File: src/rtl/bounce_pkg.sv
// Shared types for the bouncing-box pixel source: axis direction and the 8-entry box palette.
package bounce_pkg;

    typedef enum logic {
        DIR_POS = 1'b0,
        DIR_NEG = 1'b1
    } dir_t;

    // Packed so PALETTE[i] selects entry i; colours are 8-bit {R,G,B}, scaled to BPC by the user.
    typedef logic [7:0][23:0] PALETTE_T;

    localparam PALETTE_T PALETTE = {
        24'hFF8000,   // 7 orange
        24'hFFFFFF,   // 6 white
        24'hFF00FF,   // 5 magenta
        24'h00FFFF,   // 4 cyan
        24'hFFFF00,   // 3 yellow
        24'h0000FF,   // 2 blue
        24'h00FF00,   // 1 green
        24'hFF0000    // 0 red
    };

endpackage

File: src/rtl/bounce_axis.sv
// One axis of the bouncing box: position, direction and the per-frame bounce decision.
module bounce_axis
    import bounce_pkg::*;
#(
    parameter int LGDIM = 11,
    parameter int BOX   = 64,
    parameter int STEP  = 2,
    parameter int INIT  = 16
) (
    input  logic             i_pixclk,
    input  logic             reset,
    input  logic             i_newframe,
    input  logic [LGDIM-1:0] i_dim,
    output logic [LGDIM-1:0] pos_next,
    output logic             bounce
);

    localparam logic [LGDIM:0]   BOX_X  = (LGDIM+1)'(BOX);
    localparam logic [LGDIM:0]   STEP_X = (LGDIM+1)'(STEP);
    localparam logic [LGDIM-1:0] BOX_L  = LGDIM'(BOX);
    localparam logic [LGDIM-1:0] STEP_L = LGDIM'(STEP);
    localparam logic [LGDIM-1:0] INIT_L = LGDIM'(INIT);

    logic [LGDIM-1:0] pos;
    dir_t             dir, dir_next;

    always_comb begin
        pos_next = pos;
        dir_next = dir;
        bounce   = 1'b0;
        if (reset) begin
            pos_next = INIT_L;
            dir_next = DIR_POS;
        end else if (i_newframe) begin
            if (dir == DIR_POS) begin
                if ({1'b0, pos} + BOX_X + STEP_X >= {1'b0, i_dim}) begin
                    pos_next = i_dim - BOX_L;
                    dir_next = DIR_NEG;
                    bounce   = 1'b1;
                end else begin
                    pos_next = pos + STEP_L;
                end
            end else begin
                if ({1'b0, pos} < STEP_X) begin
                    pos_next = '0;
                    dir_next = DIR_POS;
                    bounce   = 1'b1;
                end else begin
                    pos_next = pos - STEP_L;
                end
            end
        end
    end

    always_ff @(posedge i_pixclk) begin
        pos <= pos_next;
        dir <= dir_next;
    end

endmodule

File: src/rtl/bounce_box_src.sv
// Bouncing-box pixel source paced by the HDMI encoder strobes.
// Optional macro BOUNCE_BORDER_EN paints a one-pixel white frame border over everything.
module bounce_box_src
    import bounce_pkg::*;
#(
    parameter int BITS_PER_COLOR = 8,
    parameter int LGDIM          = 11,
    parameter int BOX_W          = 64,
    parameter int BOX_H          = 48,
    parameter int STEP           = 2,
    parameter int INIT_X         = 16,
    parameter int INIT_Y         = 16
) (
    input  logic                        i_pixclk,
    input  logic                        reset,
    input  logic [LGDIM-1:0]            i_width,
    input  logic [LGDIM-1:0]            i_height,
    input  logic                        i_rd,
    input  logic                        i_newline,
    input  logic                        i_newframe,
    output logic [3*BITS_PER_COLOR-1:0] o_pixel
);

    localparam int             BPC   = BITS_PER_COLOR;
    localparam logic [LGDIM-1:0] ONE   = LGDIM'(1);
    localparam logic [LGDIM:0]   ONE_X = (LGDIM+1)'(1);
    localparam logic [LGDIM:0]   BW_X  = (LGDIM+1)'(BOX_W);
    localparam logic [LGDIM:0]   BH_X  = (LGDIM+1)'(BOX_H);

    logic [LGDIM-1:0]   x, y, x_n, y_n, bx_n, by_n;
    logic [2:0]         ci, ci_n;
    logic               bnc_x, bnc_y, in_box;
    logic [23:0]        pal;
    logic [3*BPC-1:0]   pixel_n;

    bounce_axis #(.LGDIM(LGDIM), .BOX(BOX_W), .STEP(STEP), .INIT(INIT_X)) u_axis_x (
        .i_pixclk   (i_pixclk),
        .reset      (reset),
        .i_newframe (i_newframe),
        .i_dim      (i_width),
        .pos_next   (bx_n),
        .bounce     (bnc_x)
    );

    bounce_axis #(.LGDIM(LGDIM), .BOX(BOX_H), .STEP(STEP), .INIT(INIT_Y)) u_axis_y (
        .i_pixclk   (i_pixclk),
        .reset      (reset),
        .i_newframe (i_newframe),
        .i_dim      (i_height),
        .pos_next   (by_n),
        .bounce     (bnc_y)
    );

    always_comb begin
        x_n = x;
        y_n = y;
        if (reset || i_newframe) begin
            x_n = '0;
            y_n = '0;
        end else if (i_newline) begin
            x_n = '0;
            y_n = ({1'b0, y} + ONE_X >= {1'b0, i_height}) ? i_height - ONE : y + ONE;
        end else if (i_rd) begin
            x_n = ({1'b0, x} + ONE_X >= {1'b0, i_width}) ? i_width - ONE : x + ONE;
        end
    end

    // A corner hit raises both bounce flags but advances the palette only once.
    assign ci_n = reset ? '0 : ci + {2'b00, bnc_x | bnc_y};

    // Colour is built from next-state values so the registered output lines up with the counters.
    always_comb begin
        in_box = ({1'b0, x_n} >= {1'b0, bx_n}) && ({1'b0, x_n} < {1'b0, bx_n} + BW_X) &&
                 ({1'b0, y_n} >= {1'b0, by_n}) && ({1'b0, y_n} < {1'b0, by_n} + BH_X);
        pal     = PALETTE[ci_n];
        pixel_n = '0;
        pixel_n[BPC-1:0] = y_n[LGDIM-1 -: BPC];
        if (in_box) begin
            for (int unsigned i = 0; i < BPC; i++) begin
                pixel_n[3*BPC-1-i] = pal[23 - (i % 8)];
                pixel_n[2*BPC-1-i] = pal[15 - (i % 8)];
                pixel_n[BPC-1-i]   = pal[7 - (i % 8)];
            end
        end
`ifdef BOUNCE_BORDER_EN
        if (x_n == '0 || y_n == '0 || x_n == i_width - ONE || y_n == i_height - ONE)
            pixel_n = '1;
`endif
    end

    always_ff @(posedge i_pixclk) begin
        x       <= x_n;
        y       <= y_n;
        ci      <= ci_n;
        o_pixel <= pixel_n;
    end

endmodule

File: config.mk
export PLATFORM = sky130hd
export DESIGN_NAME = bounce_box_src
export DESIGN_NICKNAME = d
export VERILOG_FILES = /design/src/rtl/bounce_pkg.sv /design/src/rtl/bounce_axis.sv /design/src/rtl/bounce_box_src.sv
export SDC_FILE = /design/constraint.sdc
export NUM_CORES = 1
export LEC_CHECK = 0
export BUFFER_PORTS_ARGS = -buffer_cell sky130_fd_sc_hd__buf_2
export CAP_MARGIN = 10
export CORE_ASPECT_RATIO = 0.9
export CORE_MARGIN = 3
export CORE_UTILIZATION = 62
export CTS_CLUSTER_DIAMETER = 40
export DETAILED_ROUTE_END_ITERATION = 8
export GPL_ROUTABILITY_DRIVEN = 0
export PLACE_DENSITY_LB_ADDON = 0.08
export SLEW_MARGIN = 20
export SYNTH_ARGS = -nofsm -noshare
export SYNTH_HDL_FRONTEND = slang
export SYNTH_SLANG_ARGS = --single-unit
File: constraint.sdc
create_clock -name i_pixclk -period 8.42 [get_ports i_pixclk]
set_clock_uncertainty 0.05 [all_clocks]
set_input_delay 1.684 -clock i_pixclk [delete_from_list [all_inputs] [get_ports i_pixclk]]
set_output_delay 1.684 -clock i_pixclk [all_outputs]
set_load 0.01 [all_outputs]
# [Yosys cells after proc, flatten, opt, wreduce, memory -nomap -nowiden]
# Memory sizes are Yosys's and may differ from the RTL's.
# Index checks and enable logic that the tools add are counted.
[word_totals] ff_bits=73 inputBits=27 n_memories=1 word_cells=79 mem_bits_ro=192 out_inout_bits=24
[op_classes] magnitude_cmp=11 n_reduce_logical=4 mux=34 bitwise=1 n_addsub=19
[memory_table] name="(name not given)" words=8 width=24 rd=1 rd_clocked_by_memory_dff=0 write_ports=0 line_no="bounce_box_src.sv:75" text="pal = PALETTE[ci_n];"
[ops] op="$mux 11" n=17
[ops] op="$ge 12x11->1" n=4
[ops] op="$add 11x1->12 const B" n=2
[ops] op="$add 11x6->12 const B" n=2
[ops] op="$add 11x7->12 const B" n=2
[ops] op="$add 12x2->12 const B" n=2
[ops] op="$lt 11x12->1" n=2
[ops] op="$mux 24" n=1
[ops] op="$add 11x1->11 const B" n=2
[ops] op="$add 11x2->11 const B" n=2
[ops] op="$ge 11x11->1" n=2
[ops] op="$lt 11x2->1 const B" n=2
[ops] op="$sub 11x1->11 const B" n=2
[ops] op="$sub 11x2->11 const B" n=2
[ops] op="$mux 1" n=14
[ops] op="$sub 11x6->11 const B" n=1
[ops] op="$sub 11x7->11 const B" n=1
[ops] op="$mux 8" n=1
[ops] op="$lt 3x4->1 const B" n=1
[ops] op="$add 3x1->3" n=1
[ops] op="$logic_and 1x1->1" n=3
[ops] op="$mux 3" n=1
[ops] op="$logic_or 1x1->1" n=1
[ops] op="$or 1x1->1" n=1

# [Logic depth before layout (Yosys ltp)]
[logic_depth] word_depth=13 depth_mapped=29 depth_no_buf=26

# [Modules after synthesis]
# Synthesis repeated with hierarchy kept, for this count alone.
[hier_totals] hier_cells=915 hier_area_um2=7113.1
[by_module_without_submodules] module="bounce_box_src" area_per_inst_um2=3987.6 n_inst=1 seq_area_each_um2=720.7 cells_per_inst=497
[by_module_without_submodules] module="bounce_axis at u_axis_y" area_per_inst_um2=1612.8 n_inst=1 seq_area_each_um2=240.2 cells_per_inst=206
[by_module_without_submodules] module="bounce_axis at u_axis_x" area_per_inst_um2=1512.7 n_inst=1 seq_area_each_um2=240.2 cells_per_inst=212

# [Worst setup path before layout]
# Ideal clock, no wire load.
[synth_timing] path_type="input to register" from="in i_width[0]" to="reg o_pixel[0]" setup_time_ns=0.121 t_required_ns=8.249 arrival_time_ns=6.594 path_buffers=2 setup_slack_ns=1.654 stages=24 cell_sequence="ha_1 -> nand2b_1 -> a21o_1 -> a21o_1 -> a21o_1 -> a21o_1 -> a21o_1 -> a211o_1 -> a21oi_1 -> buf_1 -> mux2i_1 -> a31o_2 -> ha_1 -> a21o_1 -> a21o_1 -> a21o_1 -> o21bai_1 -> nand2b_1 -> a2111oi_0 -> o21bai_1 -> o41a_1 -> or4_4 -> buf_6 -> mux2_4"
[synth_via] elab_cells_between_ends=28 cone_classes="add/sub: 4; order compare: 4; mux: 15; bitwise: 1; reduce/logical: 3; memory: 1"
[synth_rtl] item="start, declared" line_no="bounce_box_src.sv:16" text="input logic [LGDIM-1:0] i_width,"
[synth_rtl] item="$sub 11x1->11 / $ge 12x11->1 (equally long branches)" line_no="bounce_box_src.sv:64" text="x_n = ({1'b0, x} + ONE_X >= {1'b0, i_width}) ? i_width - ONE : x + ONE;"
[synth_rtl] item="$mux 11 (*)" line_no="bounce_box_src.sv:64"
[synth_rtl] item="$mux 11 (*)" line_no="bounce_box_src.sv:63" text="end else if (i_rd) begin"
[synth_rtl] item="$mux 11 (*)" line_no="bounce_box_src.sv:60" text="end else if (i_newline) begin"
[synth_rtl] item="$mux 11 (*)" line_no="bounce_box_src.sv:57" text="if (reset || i_newframe) begin"
[synth_rtl] item="via x_n[3]" line_no="bounce_box_src.sv:30" text="logic [LGDIM-1:0] x, y, x_n, y_n, bx_n, by_n;"
[synth_rtl] item="$lt 11x12->1 / $ge 11x11->1 (equally long branches)" line_no="bounce_box_src.sv:73" text="in_box = ({1'b0, x_n} >= {1'b0, bx_n}) && ({1'b0, x_n} < {1'b0, bx_n} + BW_X) &&"
[synth_rtl] item="$logic_and 1x1->1 (*) (2 in series)" line_no="bounce_box_src.sv:73"
[synth_rtl] item="$logic_and 1x1->1 (*)" line_no="bounce_box_src.sv:74" text="({1'b0, y_n} >= {1'b0, by_n}) && ({1'b0, y_n} < {1'b0, by_n} + BH_X);"
[synth_rtl] item="$mux 8 (*)" line_no="bounce_box_src.sv:78" text="if (in_box) begin"
[synth_rtl] item="via pixel_n[0]" line_no="bounce_box_src.sv:34" text="logic [3*BPC-1:0] pixel_n;"
[synth_rtl] item="end signal, assigned" line_no="bounce_box_src.sv:95" text="o_pixel <= pixel_n;"
[synth_rtl] item="end, declared" line_no="bounce_box_src.sv:21" text="output logic [3*BITS_PER_COLOR-1:0] o_pixel"
# The timed path passes the listed nets; every way through them passes the cells marked *. The select of a mux whose other input is x is not followed.
# A chain may end at the register's enable or synchronous reset.

# [Worst setup path after layout]
[layout_timing] from="in i_width[0]" to="reg o_pixel[4]"
# Same word-level chain as after synthesis.

==> results.md <==
* CP cell instances: buf_2 > ha_1 > nand2b_1 > a21o_1 > a21o_1 > a21o_1 > a21o_1 > a21o_1 > a211o_1 > a21oi_1 > mux2i_1 > a311o_1 > ha_1 > a21o_1 > a21o_1 > a21o_1 > o21bai_1 > nand2b_1 > a2111oi_0 > o21bai_1 > o41a_1 > or4_4 > mux2_4
* Xor and xnor area share after synthesis at 9.26%
* Biggest area contributors in the synthesized netlist: sky130_fd_sc_hd__dfxtp_1 (18%), sky130_fd_sc_hd__ha_1 (18%), sky130_fd_sc_hd__xnor2_1 (6.4%)
* Final count of hold timing violations at 0
* Tightest Hold Check Type: flip-flop to flip-flop
* Minimum clock period at 7200 ps
* Final worst-path cycle share at 85.5%
* DIE WIDTH at 116 um
* Compound-cell area share of the yosys netlist at 21.4%
* Via total after detailed routing at 6451
* Vias in the first global route at 5828
* Share of cells above drive strength 1 at 11.8%
* Required time reported for the critical path endpoint at 8600 ps
* Core footprint at 0.0105 mm^2
* Root Driver: sky130_fd_sc_hd__clkbuf_16
* Number of DRC markers after the initial detailed-route iteration at 734
* Area growth from synthesis to final layout at 6.80%
* Row cnt at 35
* Share of synthesized cell area in and, or, nand and nor gates at 22.3%
* RSZ-0062 raised after global routing: false
* End of the worst hold path: u_axis_y.pos[0]$_DFF_P_
* GRT Util Overall at 29.3%
* Routed WL per cell at 17.8 um
* Share of Yosys cell area claimed by the top area cell type at 17.6%
* Post-Route WL at 18.0 mm
* Power after layout at 1.04 mW
* Number of design rule violations left after detail routing at 0
* Main synth FF type: sky130_fd_sc_hd__dfxtp_1
* Maximum fanout along the worst path at 11
* Setup Fix Bufs, Post-CTS at 0
* Peak clock frequency supported by timing at 139 MHz
* Async S/R FF share, synth at 0%
* Clock Tree Buf Depth at 2
* Clock-pin transition on the worst setup and hold timing paths at 60 ps
* Placed Area at 0.00696 mm^2
* Number of placed I/O pins at 51
* Number of gates resized after CTS at 0
* CTS tree: done
* Estimated wirelength of the detail-placed design at 13.7 mm
* Vertical die dimension at 105 um
* Worst setup path category: input port to flip-flop
* Final Cell Area at 0.00727 mm^2
* Final Net Count at 999
* Final-report max-slew violation count at 0
* Power per cell area at 143 mW/mm^2
* Remaining max-slew budget at the tightest pin at 31.6%
* Mux contribution to synthesized area at 3.84%
* Launch instance of the worst register-to-register path: u_axis_y.pos[1]$_DFF_P_
* Peak VDD IR at 114 uV
* Filler cell count in the final layout at 835
* H-tree depth reported by CTS at 3
* Largest incremental delay on the critical path at 800 ps
* Final ANT Viol Nets at 0
* Vias per Instance at 6.39
* Startpoint of the worst hold path: u_axis_y.pos[0]$_DFF_P_
* Sequential-to-total area share from yosys stat at 17.6%
* Adder-cell area share of the yosys netlist at 17.6%
* Initial antenna violation count at 0
* Mapped Nets at 989
* Number of storage elements in the synthesis netlist at 60
* Cell seen most often among critical-path stages: sky130_fd_sc_hd__a21o_1
* Data arrival time of the critical path at 7380 ps
* Outcome: complete, no violations
* Accumulated negative setup slack at 0 ps
* Leakage at 3.34 nW
* Synthesized cell area at 0.00681 mm^2
* Number of buffers added by the clock tree synthesis step at 9
* Hold_buf cts at 0
* Sum of overflow across all layers after global routing at 0
* Slew at the pin closest to its max-slew limit at 1010 ps
* Worst Hold Path Cells at 2
* Final setup violation count at 0
* Worst-Skew Late Latency at 340 ps
* PortBufs at 50
* Synth cell types at 86
* Wire length of the first global-routing pass at 29.1 mm
* Maximum number of pins on one net before global-route repair at 39
* Synthesis warning total at 0
* Number of maximum-capacitance violations at 0
* Effective utilization at floorplan at 65.0%
* Reg-to-reg setup timing slack at 1840 ps
* Average instance area after synthesis at 7.86 um^2
* Cell type with the largest total area after synthesis: sky130_fd_sc_hd__dfxtp_1
* Cells after Synth at 866
* Largest family of logic cells by synthesized area: simple AND/OR/NAND/NOR gates
* Reg2Reg Depth at 23
* Area enclosed by the die boundary at 0.0123 mm^2
* Reg2reg end: o_pixel[4]$_DFF_P_
* Capturing element type of the critical path: flip-flop
* Antenna diode count at 0
* Nature of the critical path startpoint: input port
* EDFF count, synth at 0
* # clock sinks at 60
* Pre-antenna DRT Iters at 6
* Cell with the largest stage delay on the worst path: sky130_fd_sc_hd__a21oi_1
==> worst max path at each step <==
stage	start	end	slack [ps]
after floorplan	i_width[0]	o_pixel[0]$_DFF_P_	1650
after global placement	i_width[0]	o_pixel[2]$_DFF_P_	1060
after detailed placement	i_width[0]	o_pixel[4]$_DFF_P_	940
after CTS	i_width[0]	o_pixel[4]$_DFF_P_	1310
after global routing	i_height[6]	o_pixel[0]$_DFF_P_	940
final	i_width[0]	o_pixel[4]$_DFF_P_	1220
==> flip-flops by register name (all words and copies together) (netlist names) <==
register      flops
u_axis_y.pos     11
x                11
y                11
u_axis_x.dir      1
u_axis_x.pos     11
o_pixel          11
ci                3
u_axis_y.dir      1
==> cells by family (layout without fill, tap and decap cells) <==
family / count (synthesis) / after routing
buf+inv: 123 / 138
fa+ha+maj: 96 / 96
compound gates: 209 / 209
xor+xnor: 72 / 72
mux: 22 / 22
simple gates: 284 / 284
flops: 60 / 60
==> Yosys cell counts, drive strengths merged (5+ instances only) <==
library cell and n:
ha 96, inv 68, nor2 66, dfxtp 60, nand2 60, xnor2 50, o21ai 48, nand3 44
a21oi 41, clkbuf 30, buf 24, xor2 22, nor3 19, a21o 17, nand2b 16, or3 15
mux2i 13, nand4 12, a211oi 9, and3 9, mux2 9, nor4 9, a211o 8, o211ai 8
o21a 8, a31oi 7, nor2b 6, or2 6, a2111oi 5, a221oi 5, a22oi 5, nor4b 5
o21bai 5, o22ai 5, o31a 5, o31ai 5
==> metal layers <==
layer	vias up	track usage, %	routed length [um]
met3	35	6.60	1460
li1	3125	-	-
met1	3020	45.1	8710
met2	271	41.1	7550
met5	-	0	0
met4	0	6.46	253
==> stage by stage <==
step	hold WS [ps]	std cells	util (%)	setup slack [ps]
finish	512	1010	69.5	1220
global placement	479	994	66.5	1060
CTS	517	1010	69.5	1310
global route	565	1010	69.5	941
floorplan	441	866	-	1650
detailed placement	509	994	66.5	936
==> critical path, delay by kind of cell <==
family          cells  cell delay [ps]
buf+inv             1              140
fa+ha+maj           2              480
compound gates     15             3620
mux                 2              520
simple gates        3              920
==> report_power, final <==
part	switching [mW]	internal, mW
combinational	0.184	0.127
clock	0.151	0.240
sequential	0.0391	0.300
total	0.374	0.666
==> area by class of cell <==
| type | count | area (um^2) | share of cell area, % |
|---|---|---|---|
| clock buffers | 10 | 239 | 3.29 |
| clock inverters | 6 | 71.3 | 0.981 |
| inverters | 69 | 259 | 3.56 |
| multi-input cells | 683 | 5060 | 69.7 |
| flip-flops and latches | 60 | 1200 | 16.5 |
| well taps | 129 | 161 | 2.22 |
| repair buffers | 53 | 273 | 3.75 |
==> placed cells by master (no fill, tap or decap), types with 17 or more instances in the layout <==
master                    netlist  layout
sky130_fd_sc_hd__a21o_1        17      17
sky130_fd_sc_hd__inv_1         68      68
sky130_fd_sc_hd__buf_2          6      50
sky130_fd_sc_hd__nand2_1       60      60
sky130_fd_sc_hd__nand3_1       44      44
sky130_fd_sc_hd__xor2_1        22      22
sky130_fd_sc_hd__nor2_1        63      63
sky130_fd_sc_hd__xnor2_1       50      50
sky130_fd_sc_hd__dfxtp_1       60      60
sky130_fd_sc_hd__ha_1          96      96
sky130_fd_sc_hd__o21ai_0       44      44
sky130_fd_sc_hd__a21oi_1       41      41
sky130_fd_sc_hd__nor3_1        18      18
No activity file was read; power rests on OpenSTA's default activity.
